===== config.mk =====
export PLATFORM = sky130hd
export DESIGN_NAME = edge_frame_writer
export DESIGN_NICKNAME = d
export VERILOG_FILES = /design/src/rtl/edge_pkg.sv /design/src/rtl/edge_frame_writer_fifo.sv /design/src/rtl/edge_frame_writer.sv
export SDC_FILE = /design/constraint.sdc
export NUM_CORES = 1
export LEC_CHECK = 0
export CORE_MARGIN = 8
export CORE_UTILIZATION = 25
export DETAILED_ROUTE_END_ITERATION = 12
export GPL_TIMING_DRIVEN = 0
export PLACE_DENSITY = 0.43
export SLEW_MARGIN = 10
export SYNTH_ARGS = -nofsm -noshare
export SYNTH_HDL_FRONTEND = slang
export SYNTH_SLANG_ARGS = --single-unit

===== constraint.sdc =====
create_clock -name clk -period 8.15 [get_ports clk]
set_clock_uncertainty 0.15 [all_clocks]
set_input_delay 0.815 -clock clk [delete_from_list [all_inputs] [get_ports clk]]
set_output_delay 0.815 -clock clk [all_outputs]
set_load 0.01 [all_outputs]

===== src/rtl/edge_pkg.sv =====
`default_nettype none
// ============================================================================
// Module      : edge_pkg
// Description : Shared types and constants for the edge-filter frame writer.
// Revision    : 1.0 - initial release
// ============================================================================
package edge_pkg;

    localparam int PIX_W = 8;
    localparam logic [PIX_W-1:0] PIX_WHITE = 8'hFF;
    localparam logic [PIX_W-1:0] PIX_BLACK = 8'h00;

    typedef enum logic [1:0] {
        IDLE = 2'd0,
        RUN  = 2'd1,
        DONE = 2'd2
    } state_t;

    // Optional binarization of a filtered pixel against a level.
    function automatic logic [PIX_W-1:0] binarize(
        input logic [PIX_W-1:0] pix,
        input logic             en,
        input logic [PIX_W-1:0] level
    );
        if (!en) begin
            return pix;
        end
        return (pix >= level) ? PIX_WHITE : PIX_BLACK;
    endfunction

endpackage
`default_nettype wire


===== src/rtl/edge_frame_writer_fifo.sv =====
`default_nettype none
// ============================================================================
// Module      : edge_fifo
// Description : Small synchronous FIFO with combinational head output.
//               Push while full is legal only together with a pop; the
//               parent enforces that rule.
// Revision    : 1.0 - initial release
// ============================================================================
module edge_fifo
    import edge_pkg::*;
#(
    parameter int DEPTH = 4,
    parameter int WIDTH = PIX_W
)(
    input  logic             clk,
    input  logic             rstn,
    input  logic             push,
    input  logic             pop,
    input  logic [WIDTH-1:0] din,
    output logic             full,
    output logic             empty,
    output logic [WIDTH-1:0] head
);

    localparam int c_ptr_w = $clog2(DEPTH);

    logic [WIDTH-1:0]   r_mem [DEPTH];
    logic [c_ptr_w-1:0] r_wr_ptr;
    logic [c_ptr_w-1:0] r_rd_ptr;
    logic [c_ptr_w:0]   r_count;

    assign full  = (r_count == (c_ptr_w+1)'(DEPTH));
    assign empty = (r_count == '0);
    assign head  = r_mem[r_rd_ptr];

    // Storage array; contents need no reset because r_count gates validity.
    always_ff @(posedge clk) begin
        if (push) begin
            r_mem[r_wr_ptr] <= din;
        end
    end

    // Pointer and occupancy tracking; pointers wrap naturally (DEPTH is 2^n).
    always_ff @(posedge clk) begin
        if (!rstn) begin
            r_wr_ptr <= '0;
            r_rd_ptr <= '0;
            r_count  <= '0;
        end else begin
            if (push) begin
                r_wr_ptr <= r_wr_ptr + 1'b1;
            end
            if (pop) begin
                r_rd_ptr <= r_rd_ptr + 1'b1;
            end
            case ({push, pop})
                2'b10:   r_count <= r_count + 1'b1;
                2'b01:   r_count <= r_count - 1'b1;
                default: r_count <= r_count;
            endcase
        end
    end

endmodule
`default_nettype wire


===== src/rtl/edge_frame_writer.sv =====
`default_nettype none
// ============================================================================
// Module      : edge_frame_writer
// Description : Collects filtered pixels of a (W-2)x(H-2) frame, optionally
//               binarizes them, buffers them and writes them row-major to
//               the output frame memory through a ready/valid write port.
// Revision    : 1.0 - initial release
// ============================================================================
module edge_frame_writer
    import edge_pkg::*;
#(
    parameter int ADDR_W     = 16,
    parameter int FIFO_DEPTH = 4,
    parameter int DIM_W      = 16
)(
    input  logic              clk,
    input  logic              rstn,
    input  logic              start,
    input  logic [DIM_W-1:0]  W,
    input  logic [DIM_W-1:0]  H,
    input  logic [ADDR_W-1:0] base_addr,
    input  logic              thresh_en,
    input  logic [PIX_W-1:0]  threshold,
    input  logic [PIX_W-1:0]  pix_in,
    input  logic              pix_valid,
    output logic              mem_we,
    output logic [ADDR_W-1:0] mem_addr,
    output logic [PIX_W-1:0]  mem_wdata,
    input  logic              mem_ready,
    output logic              busy,
    output logic              frame_done,
    output logic              overflow,
    output logic              cfg_err,
    output logic [DIM_W-1:0]  out_col,
    output logic [DIM_W-1:0]  out_row
);

    localparam int c_cnt_w = 2 * DIM_W;

    state_t             r_state;
    logic [DIM_W-1:0]   r_ow;
    logic [DIM_W-1:0]   r_col;
    logic [DIM_W-1:0]   r_row;
    logic [c_cnt_w-1:0] r_total;
    logic [c_cnt_w-1:0] r_in_cnt;
    logic [c_cnt_w-1:0] r_wr_cnt;
    logic               r_thr_en;
    logic [PIX_W-1:0]   r_thr;
    logic [ADDR_W-1:0]  r_addr;
    logic [PIX_W-1:0]   r_wdata;
    logic               r_we;
    logic               r_busy;
    logic               r_done;
    logic               r_overflow;
    logic               r_cfg_err;

    logic               w_fifo_full;
    logic               w_fifo_empty;
    logic [PIX_W-1:0]   w_fifo_head;
    logic               w_run;
    logic               w_accept;
    logic               w_pop;
    logic               w_want;
    logic               w_push;
    logic               w_drop;
    logic               w_last;
    logic               w_col_wrap;
    logic               w_cfg_ok;
    logic [DIM_W-1:0]   w_ow;
    logic [DIM_W-1:0]   w_oh;
    logic [c_cnt_w-1:0] w_total;

    assign w_ow     = W - DIM_W'(2);
    assign w_oh     = H - DIM_W'(2);
    assign w_total  = c_cnt_w'(w_ow) * c_cnt_w'(w_oh);
    assign w_cfg_ok = (W >= DIM_W'(3)) && (H >= DIM_W'(3));

    assign w_run      = (r_state == RUN);
    assign w_accept   = w_run && r_we && mem_ready;
    // The output stage refills when it is empty or its write retires this edge.
    assign w_pop      = w_run && !w_fifo_empty && (!r_we || mem_ready);
    assign w_want     = w_run && pix_valid && (r_in_cnt < r_total);
    assign w_push     = w_want && (!w_fifo_full || w_pop);
    assign w_drop     = w_want && !w_push;
    assign w_last     = (r_wr_cnt == (r_total - c_cnt_w'(1)));
    assign w_col_wrap = (r_col == (r_ow - DIM_W'(1)));

    edge_fifo #(
        .DEPTH (FIFO_DEPTH),
        .WIDTH (PIX_W)
    ) u_fifo (
        .clk   (clk),
        .rstn  (rstn),
        .push  (w_push),
        .pop   (w_pop),
        .din   (pix_in),
        .full  (w_fifo_full),
        .empty (w_fifo_empty),
        .head  (w_fifo_head)
    );

    // Frame control FSM together with the registered write port and status.
    always_ff @(posedge clk) begin
        if (!rstn) begin
            r_state    <= IDLE;
            r_ow       <= '0;
            r_col      <= '0;
            r_row      <= '0;
            r_total    <= '0;
            r_in_cnt   <= '0;
            r_wr_cnt   <= '0;
            r_thr_en   <= 1'b0;
            r_thr      <= '0;
            r_addr     <= '0;
            r_wdata    <= '0;
            r_we       <= 1'b0;
            r_busy     <= 1'b0;
            r_done     <= 1'b0;
            r_overflow <= 1'b0;
            r_cfg_err  <= 1'b0;
        end else begin
            case (r_state)
                IDLE: begin
                    if (start) begin
                        if (w_cfg_ok) begin
                            r_ow       <= w_ow;
                            r_total    <= w_total;
                            r_addr     <= base_addr;
                            r_thr_en   <= thresh_en;
                            r_thr      <= threshold;
                            r_in_cnt   <= '0;
                            r_wr_cnt   <= '0;
                            r_col      <= '0;
                            r_row      <= '0;
                            r_overflow <= 1'b0;
                            r_cfg_err  <= 1'b0;
                            r_busy     <= 1'b1;
                            r_state    <= RUN;
                        end else begin
                            r_cfg_err  <= 1'b1;
                        end
                    end
                end
                RUN: begin
                    if (w_push) begin
                        r_in_cnt <= r_in_cnt + c_cnt_w'(1);
                    end else if (w_drop) begin
                        r_overflow <= 1'b1;
                    end
                    if (w_accept) begin
                        r_wr_cnt <= r_wr_cnt + c_cnt_w'(1);
                        r_addr   <= r_addr + ADDR_W'(1);
                        if (w_col_wrap) begin
                            r_col <= '0;
                            r_row <= r_row + DIM_W'(1);
                        end else begin
                            r_col <= r_col + DIM_W'(1);
                        end
                    end
                    if (w_accept && w_last) begin
                        r_we    <= 1'b0;
                        r_busy  <= 1'b0;
                        r_done  <= 1'b1;
                        r_state <= DONE;
                    end else if (w_pop) begin
                        r_we    <= 1'b1;
                        r_wdata <= binarize(w_fifo_head, r_thr_en, r_thr);
                    end else if (w_accept) begin
                        r_we    <= 1'b0;
                    end
                end
                DONE: begin
                    r_done  <= 1'b0;
                    r_state <= IDLE;
                end
                default: begin
                    r_we    <= 1'b0;
                    r_busy  <= 1'b0;
                    r_done  <= 1'b0;
                    r_state <= IDLE;
                end
            endcase
        end
    end

    assign mem_we     = r_we;
    assign mem_addr   = r_addr;
    assign mem_wdata  = r_wdata;
    assign busy       = r_busy;
    assign frame_done = r_done;
    assign overflow   = r_overflow;
    assign cfg_err    = r_cfg_err;
    assign out_col    = r_col;
    assign out_row    = r_row;

endmodule
`default_nettype wire


; ---- After elaboration in Yosys (flattened, before gate mapping)
; Memory sizes are Yosys's and may differ from the RTL's. A register that Yosys moved wholly into a read port is not among the register bits.
; Index checks and enable logic that the tools add are counted.
[word_totals]
reg_bits = 191
mem_bits_rw = 32
in_bits = 70
output_inout_bits = 61
word_cells = 141
mem_count = 1
[classes]
add_sub_neg = 13
n_mul = 1
magnitude_cmp = 4
eq_ne = 16
mux = 51
bitwise_logic = 4
n_reduce_logical = 32
[mem_list]
columns = name, words, word_bits, read_ports, rd_clocked_by_memory_dff, wr, line_no
row1 = u_fifo.r_mem, 4, 8, 1, 1, 1, edge_frame_writer_fifo.sv:27  ; logic [WIDTH-1:0] r_mem [DEPTH];
[op_table]
columns = cell, n
row1 = $mux W16, 9
row2 = $mux W32, 4
row3 = $pmux W32 S2, 2
row4 = $pmux W16 S2, 3
row5 = $add A32 B1 Y32 const B, 2
row6 = $add A16 B1 Y16 const B, 3
row7 = $eq A32 B32 Y1, 1
row8 = $ge A16 B2 Y1 const B, 2
row9 = $lt A32 B32 Y1, 1
row10 = $mul A16 B16 Y32, 1
row11 = $sub A16 B2 Y16 const B, 2
row12 = $sub A32 B1 Y32 const B, 1
row13 = $mux W8, 3
row14 = $mux W1, 19
row15 = $eq A16 B16 Y1, 1
row16 = $sub A16 B1 Y16 const B, 1
row17 = $reduce_and A4 Y1, 3
row18 = $logic_and A1 B1 Y1, 10
row19 = $mux W2, 5
row20 = $ne A2 B1 Y1 const B, 5
row21 = $reduce_and A5 Y1, 2
row22 = $reduce_and A3 Y1, 3
row23 = $ge A8 B8 Y1, 1
row24 = $ne A2 B2 Y1 const B, 3
row25 = other kinds (19), 34

; ---- Logic depth before layout (Yosys ltp)
; Gate-level depths: netlist (run 1).
[depth]
word_depth = 11
ltp_mapped = 31

; ---- By module
; A second synthesis (run 1) with hierarchy kept.
[unflattened]
cells_unflattened = 2405
area_unflattened_um2 = 20686.1
[by_module_without_submodules]
columns = mod, instances, cells_per_inst, area_each_um2, seq_area_each_um2
row1 = edge_frame_writer, 1, 2317, 19078.3, 3683.5
row2 = edge_fifo, 1, 88, 1607.8, 1141.1

; ---- Least setup slack after synthesis (run 1)
; No wires, ideal clock.
[synth_path]
kind = in2reg
from = input H[1]
to = register r_total[30]
t_arrival_ns = 7.919
required_ns = 7.924
path_slack_ns = 0.006
stages = 28
cell_sequence = clkbuf_1 -> clkinv_1 -> ha_1 -> nor2b_1 -> nand2_1 -> or4_1 -> xnor2_1 -> nand2_1 -> fa_1 -> inv_1 -> fa_1 -> fa_1 -> fa_1 -> fa_1 -> inv_1 -> fa_1 -> inv_1 -> ha_1 -> clkbuf_1 -> nand3_1 -> nor2_1 -> nand2_1 -> o41ai_1 -> o211ai_1 -> a21oi_1 -> or3_1 -> nand3_1 -> a21boi_0
[synth_via]
elab_chain_len = 3
[synth_lines]
columns = element, line_no
row1 = start: declaration, edge_frame_writer.sv:20  ; input logic [DIM_W-1:0] H,
row2 = branches (longest 3 deep; another with $mul A16 B16 Y32), -
row3 = end signal: assignment, edge_frame_writer.sv:127  ; r_total <= w_total;
row4 = end: declaration, edge_frame_writer.sv:44  ; logic [c_cnt_w-1:0] r_total;
; Several ways; the timed one is not identified.
; A chain may end at the register's enable or synchronous reset.

; ---- Final worst setup path (run 1)
[layout_path]
from = input W[11]
to = register r_total[30]
[layout_via]
elab_chain_len = 3
[layout_lines]
columns = element, line_no
row1 = start: declaration, edge_frame_writer.sv:19  ; input logic [DIM_W-1:0] W,
row2 = branches (longest 3 deep; another with $mul A16 B16 Y32), -
; Several ways; the timed one is not identified.

==> key figures, run 1 <==
Placed design
  – Global placer's final weighted congestion: approximately 0.88
  – Placed inst area: about 23000 µm²
  – Hpwl dp: about 57 mm
  – PortBufs: between 100 and 150

GRT
  – GRT met1 Usage: 0.193
  – First-pass GRT wire length: about 110 mm
  – Vias in the first global route: 18.7k
  – Routing usage on met3: 0.0301
  – GRT Overall Usage: 0.151
  – Met2 Use GR: 0.254
  – Grt ovf: 0
  – GRT Max-Usage Layer: met2
  – Initial antenna violation count: 2
  – Largest net degree at the start of global routing: 15

Setup path
  – Worst r2r src: r_state[1]
  – Worst r2r dst: r_wr_cnt[25]
  – CP Capture Type: flip-flop
  – R2R setup slack: 3.18 ns
  – Crit path launch type: primary input
  – Worst Reg-to-Reg Cells: 9
  – Critical Path RT: about 8.5 ns
  – Critical path class: primary input to flip-flop
  – Crit-path max FO: 8
  – CP arrival: ~8.3 ns

Synthesis
  – YS warnings: 0
  – Syn Nets: between 2k and 3k
  – Multiplexer area fraction after synthesis: 0.0170
  – XOR/XNOR Fraction of Synth Area: 0.0900
  – Library cells used by synthesis: 72
  – Mean Syn Cell Area: about 8.6 µm²
  – Post-Synth Adder-Cell Area: 0.283
  – Compound-Gate Fraction of Synth Area: 0.101
  – Gate Count Post-Synth: ~2.4k
  – Post-synth EDFFs: 32
  – Synth Area in Simple Gates: 0.207
  – Synth Cell Area: 20700 µm²
  – Yosys reg bits: 225
  – Post-synthesis sequential area ratio: 0.233
  – Share of synthesized flip-flops with an asynchronous set or reset: 0
  – Largest family of logic cells by synthesized area: adder cells
  – Synth Flop Type: dfxtp_1

Min path
  – Hold Crit Depth: 2
  – Hold path start: mem_wdata[0]
  – HP Class: flip-flop to flip-flop
  – Worst Hold End: mem_wdata[0]

STA
  – Setup-failing EPs final: 0
  – Slew @ Worst Pin: 1.37 ns
  – Final Cycle Share: 0.972
  – Final number of max-transition violations: 0
  – Fin Setup TNS: 0 ns
  – Tmin final: between 7 and 8 ns
  – FMAX: roughly 0.13 GHz
  – Relative slew slack: 0.0789
  – Final-report hold violation count: 0

Drt
  – Per-cell routed wire length: 19.1 µm
  – DRT iter0 DRCs: around 1.0k
  – Drt total wl: roughly 70 mm
  – Post-route DRC: 0
  – Antenna-violating nets left: 0
  – 1st-pass router iterations: 5
  – Routed vias/inst: around 4.8
  – Vias: 17.7k

Layout
  – Commonest non-fill, non-tap cells in the layout: inv_1, nand2_1, nor2_1
  – Final instance area: around 26000 µm²
  – Nets: just over 3k
  – Synth-to-Final Area Change: 24.1%
  – Share of cells above drive strength 1: 0.0877
  – Commonest non-fill, non-tap cell in the layout: inv_1

Clock network
  – Max clock buf depth: 3
  – TritonCTS buffer count: 27
  – Root buffer cell: clkbuf_16
  – CTS sink count: 225
  – CTS tree: yes
  – Later-pin clock latency in the skew report: roughly 0.57 ns
  – H-tree lvl count: 1
  – Worst-path clk slew: about 0.06 ns

Die
  – CORE AREA: 82100 µm²
  – Die area: 92300 µm²
  – DIE WIDTH: 304 µm
  – Die Span Y: 304 µm
  – Core Rows: approximately 110
  – # IOs: 131
  – Initial Utilization: 0.252

Power
  – Total power: between 0.009 and 0.01 W
  – Pwr dens: approximately 370 nW/µm²
  – Leakage: ~11 nW
  – Maximum VDD drop: 0.000555 V

Flow run
  – Total of max-cap violations: 0

Status
  – Outcome: finished, final reports clean
==> critical path, cell delays in order <==
cell and delay, ns:
clkdlybuf4s50_1 0.64, nor4_1 0.50, nand2b_1 0.14, nor2_1 0.39, xor2_4 0.45, nand2_1 0.14, fa_1 0.47, fa_1 0.39
fa_1 0.49, inv_1 0.05, fa_1 0.51, fa_1 0.54, inv_1 0.05, fa_1 0.54, inv_1 0.07, ha_4 0.30
nand4_1 0.18, nor2_4 0.20, nand2_4 0.10, o41ai_4 0.49, o211ai_1 0.19, a21oi_1 0.21, or3_1 0.13, nand3_1 0.10
a21boi_1 0.17
==> power breakdown <==
part	internal (W)	switching, W	leakage [nW]
Clock	0.000766	0.000496	0.443
Sequential	0.00121	0.0000975	1.86
Combinational	0.00289	0.00393	8.30
==> routing by layer <==
layer / vias to the layer above / routed length, µm
met4: 4 / 2390
met1: 8772 / 30800
met2: 459 / 33300
met5: - / 95
li1: 8354 / -
met3: 115 / 4350
==> cell families after synthesis <==
group,count (synthesis)
muxes,25
DFF,225
xor gates and xnor gates,213
and+or+nand+nor,900
adders and majority gates,351
buffers and inverters,380
AOI/OAI and AO/OA,316
==> registers in the layout, indices dropped and copies added, names as in the netlist, 2 cells and up, named ones only <==
register,count
mem_addr,16
mem_wdata,8
out_col,16
out_row,16
r_in_cnt,32
r_ow,16
r_state,2
r_thr,8
r_total,32
r_wr_cnt,32
u_fifo.r_count,3
u_fifo.r_mem,32
u_fifo.r_rd_ptr,2
u_fifo.r_wr_ptr,2
==> timing repair <==
item                                   CTS  global route
resized for setup                      106            68
setup buffers                           24            19
pin swaps                               14            31
setup endpoints to repair               23            15
cloned                                   0             0
endpoints found under the hold margin    0             0
hold buffers                             0             0
==> synth_stat cells, types with 4 or more instances <==
cell type / n / area [µm²]
nor2b_1: 19 / 119
o211a_1: 19 / 190
o21a_1: 12 / 90.1
o21ai_0: 87 / 435
nor4_1: 18 / 113
o211ai_1: 6 / 45.0
edfxtp_1: 32 / 961
dfxtp_1: 193 / 3860
a21oi_1: 73 / 365
nand2_1: 278 / 1040
fa_1: 195 / 3900
a31oi_1: 13 / 81.3
mux2i_1: 15 / 150
clkbuf_1: 70 / 263
and2_1: 50 / 313
xor2_1: 99 / 867
or3_1: 21 / 131
or4_1: 10 / 75.1
buf_1: 4 / 15.0
nor3_1: 40 / 200
xnor2_1: 114 / 998
o21bai_1: 5 / 37.5
a21o_1: 12 / 90.1
nor3b_1: 6 / 45.0
mux4_2: 8 / 180
nand2b_1: 31 / 194
nand3_1: 63 / 315
o221ai_1: 5 / 43.8
o31ai_1: 4 / 30.0
a211oi_1: 15 / 113
and4_1: 5 / 43.8
nor2_1: 262 / 983
nand4_1: 42 / 263
a21boi_0: 26 / 195
a211o_1: 4 / 35.0
or2_2: 9 / 56.3
o2111ai_1: 4 / 35.0
ha_1: 156 / 1950
buf_2: 4 / 20.0
inv_1: 299 / 1120
and3_1: 28 / 175
==> final cells by class <==
class | count | area, µm²
tap | 1070 | 1340
sequential | 225 | 4820
multi-input combinational | 1805 | 15400
fill | 8561 | 56400
antenna | 5 | 12.5
timing repair buffer | 177 | 1730
inverter | 301 | 1140
clock inverter | 9 | 163
clock buffer | 39 | 751
buffer | 78 | 374
==> per-stage QoR <==
step,setup WS (ns),util,instances,hold WS (ns)
floorplan,0.00578,-,2410,0.293
global placement,-2.87,0.284,3610,0.305
detailed placement,-2.82,0.286,3614,0.301
CTS,0.000708,0.308,3685,0.315
global route,-0.0482,0.313,3704,0.337
finish,0.228,0.313,3709,0.311
==> how the worst max path moves through the flow <==
stage	start	end	slack (ns)	depth (start not counted)
after floorplan	H[1]	r_total[30]	0.006	28
after global placement	H[1]	r_total[30]	-2.87	29
after detailed placement	H[1]	r_total[30]	-2.82	29
after CTS	W[9]	r_total[30]	0.0007	26
after global routing	W[11]	r_total[30]	-0.05	23
final	W[11]	r_total[30]	0.23	25
Note: power is estimated with default switching activity, not from simulation.
==> run 2, diff against run 1 <==
- PLACE_DENSITY: 0.43 -> 0.41
- clock period: 8.15 -> 9.2 ns (I/O delays scaled with it)
==> key figures, run 2 (synthesis gave the netlist of run 1 again) <==
Status
  – Outcome: finished, final reports clean

GRT
  – Largest net degree at the start of global routing: 15
  – Routing usage on met3: 0.0296
  – Initial antenna violation count: 4
  – Met2 Use GR: 0.262
  – Vias in the first global route: about 18k
  – GRT Overall Usage: 0.152
  – GRT Max-Usage Layer: met2
  – Grt ovf: 0
  – GRT met1 Usage: 0.195
  – First-pass GRT wire length: roughly 110 mm

Min path
  – HP Class: flip-flop to flip-flop

Setup path
  – Crit path launch type: primary input
  – CP arrival: slightly above 9 ns
  – Critical path class: primary input to flip-flop
  – Critical Path RT: around 9.5 ns
  – CP Capture Type: flip-flop
  – Crit-path max FO: 10
  – R2R setup slack: 4.50 ns

Die
  – Core Rows: about 110
  – Die Span Y: between 300 and 400 µm
  – Initial Utilization: 0.252
  – Die area: 92300 µm²
  – # IOs: between 100 and 150
  – DIE WIDTH: 304 µm
  – CORE AREA: 82100 µm²

Power
  – Leakage: 10.2 nW
  – Maximum VDD drop: between 0.0003 and 0.0004 V
  – Pwr dens: 326 nW/µm²

Clock network
  – CTS sink count: between 200 and 250
  – CTS tree: yes
  – Max clock buf depth: 3
  – Worst-path clk slew: 0.07 ns
  – TritonCTS buffer count: 28
  – Later-pin clock latency in the skew report: roughly 0.59 ns
  – H-tree lvl count: 1
  – Hold buffers post-CTS: 0
  – Root buffer cell: clkbuf_16

Drt
  – Antenna-violating nets left: 0
  – DRT iter0 DRCs: a little under 900
  – Post-route DRC: 0
  – Per-cell routed wire length: 19.5 µm
  – Routed vias/inst: 4.75
  – 1st-pass router iterations: 5
  – Drt total wl: ~70 mm
  – Vias: roughly 17k

Placed design
  – Worst slack at placement: -2.05 ns
  – Global placer's final weighted congestion: around 0.85
  – Hpwl dp: 58.1 mm
  – PortBufs: 130

STA
  – Setup-failing EPs final: 0
  – Relative slew slack: 0.0869
  – Final Cycle Share: 0.964
  – Slew @ Worst Pin: roughly 1.4 ns
  – Final-report hold violation count: 0
  – FMAX: ~0.11 GHz
  – Tmin final: around 8.9 ns
  – Hold_ws: ~0.32 ns
  – Final worst setup slack: 0.335 ns
  – Final number of max-transition violations: 0

Layout
  – Commonest non-fill, non-tap cells in the layout: inv_1, nand2_1, nor2_1
  – Final core utilization: 0.304
  – Nets: ~3k
  – Synth-to-Final Area Change: 20.6%
  – Share of cells above drive strength 1: 0.0603
  – Commonest non-fill, non-tap cell in the layout: inv_1

Flow run
  – Total of max-cap violations: 0
## run 2: path summary, 6_finish.rpt
| kind | start | to | depth (start not counted) |
|---|---|---|---|
| worst max-delay path | W[1] | r_total[27] | 27 |
| worst min-delay path | r_thr[4] | r_thr[4] | 2 |
| worst max register to register | r_state[0] | r_wr_cnt[25] | 9 |
| worst min register to register | r_thr[4] | r_thr[4] | 2 |
## run 2: area by class of cell
cell class	instances	area [µm²]
Multi-Input combinational cell	1805	14900
Inverter	301	1130
Tap cell	1070	1340
Timing Repair Buffer	140	1400
Buffer	79	327
Antenna cell	1	2.50
Sequential cell	225	4820
Fill cell	8630	57100
Clock buffer	34	743
Clock inverter	18	308
## run 2: what timing repair did
action                                  in CTS  in global routing
resized for setup                           29                 37
hold endpoints to repair                     0                  0
setup buffers                                3                  2
endpoints found under the setup margin      20                 11
pin swaps                                    1                  3
## run 2: critical path: stages
cell,delay [ns]
clkdlybuf4s50_1,0.47
clkbuf_2,0.30
clkinv_2,0.25
ha_2,0.30
nand2_1,0.09
or4_1,0.54
xnor2_1,0.30
clkbuf_4,0.32
nand2_1,0.11
fa_1,0.61
fa_1,0.44
fa_1,0.51
inv_1,0.04
fa_1,0.46
fa_1,0.55
inv_1,0.06
fa_1,0.60
inv_1,0.06
ha_1,0.38
a21o_1,0.18
a21oi_1,0.22
o21bai_1,0.12
a311o_1,0.34
o21ai_0,0.40
xor2_1,0.32
o21ai_0,0.10
and2_1,0.18
## run 2: where the power goes
| part | switching [W] | leakage [nW] | total, W | internal (W) |
|---|---|---|---|---|
| logic | 0.00338 | 7.88 | 0.00571 | 0.00232 |
| registers | 0.0000868 | 1.86 | 0.00116 | 0.00107 |
| clock network | 0.000477 | 0.510 | 0.00128 | 0.000800 |
## run 2: through the flow
stage	std cells	total power [W]	instance area, µm²	setup TNS [ns]
after detailed placement	3615	0.00688	23500	-28.82
after global routing	3672	0.00910	25000	-0.00426
after global placement	3610	0.00687	23400	-28.41
after floorplan	2410	0.00533	20700	0
final	3673	0.00814	25000	0
after CTS	3670	0.00824	24800	0
## run 2: metal layers
metal	wire, µm	share of wire
met1	31700	0.44
met2	34100	0.48
met3	3950	0.055
met4	1930	0.027
met5	15	0.00021
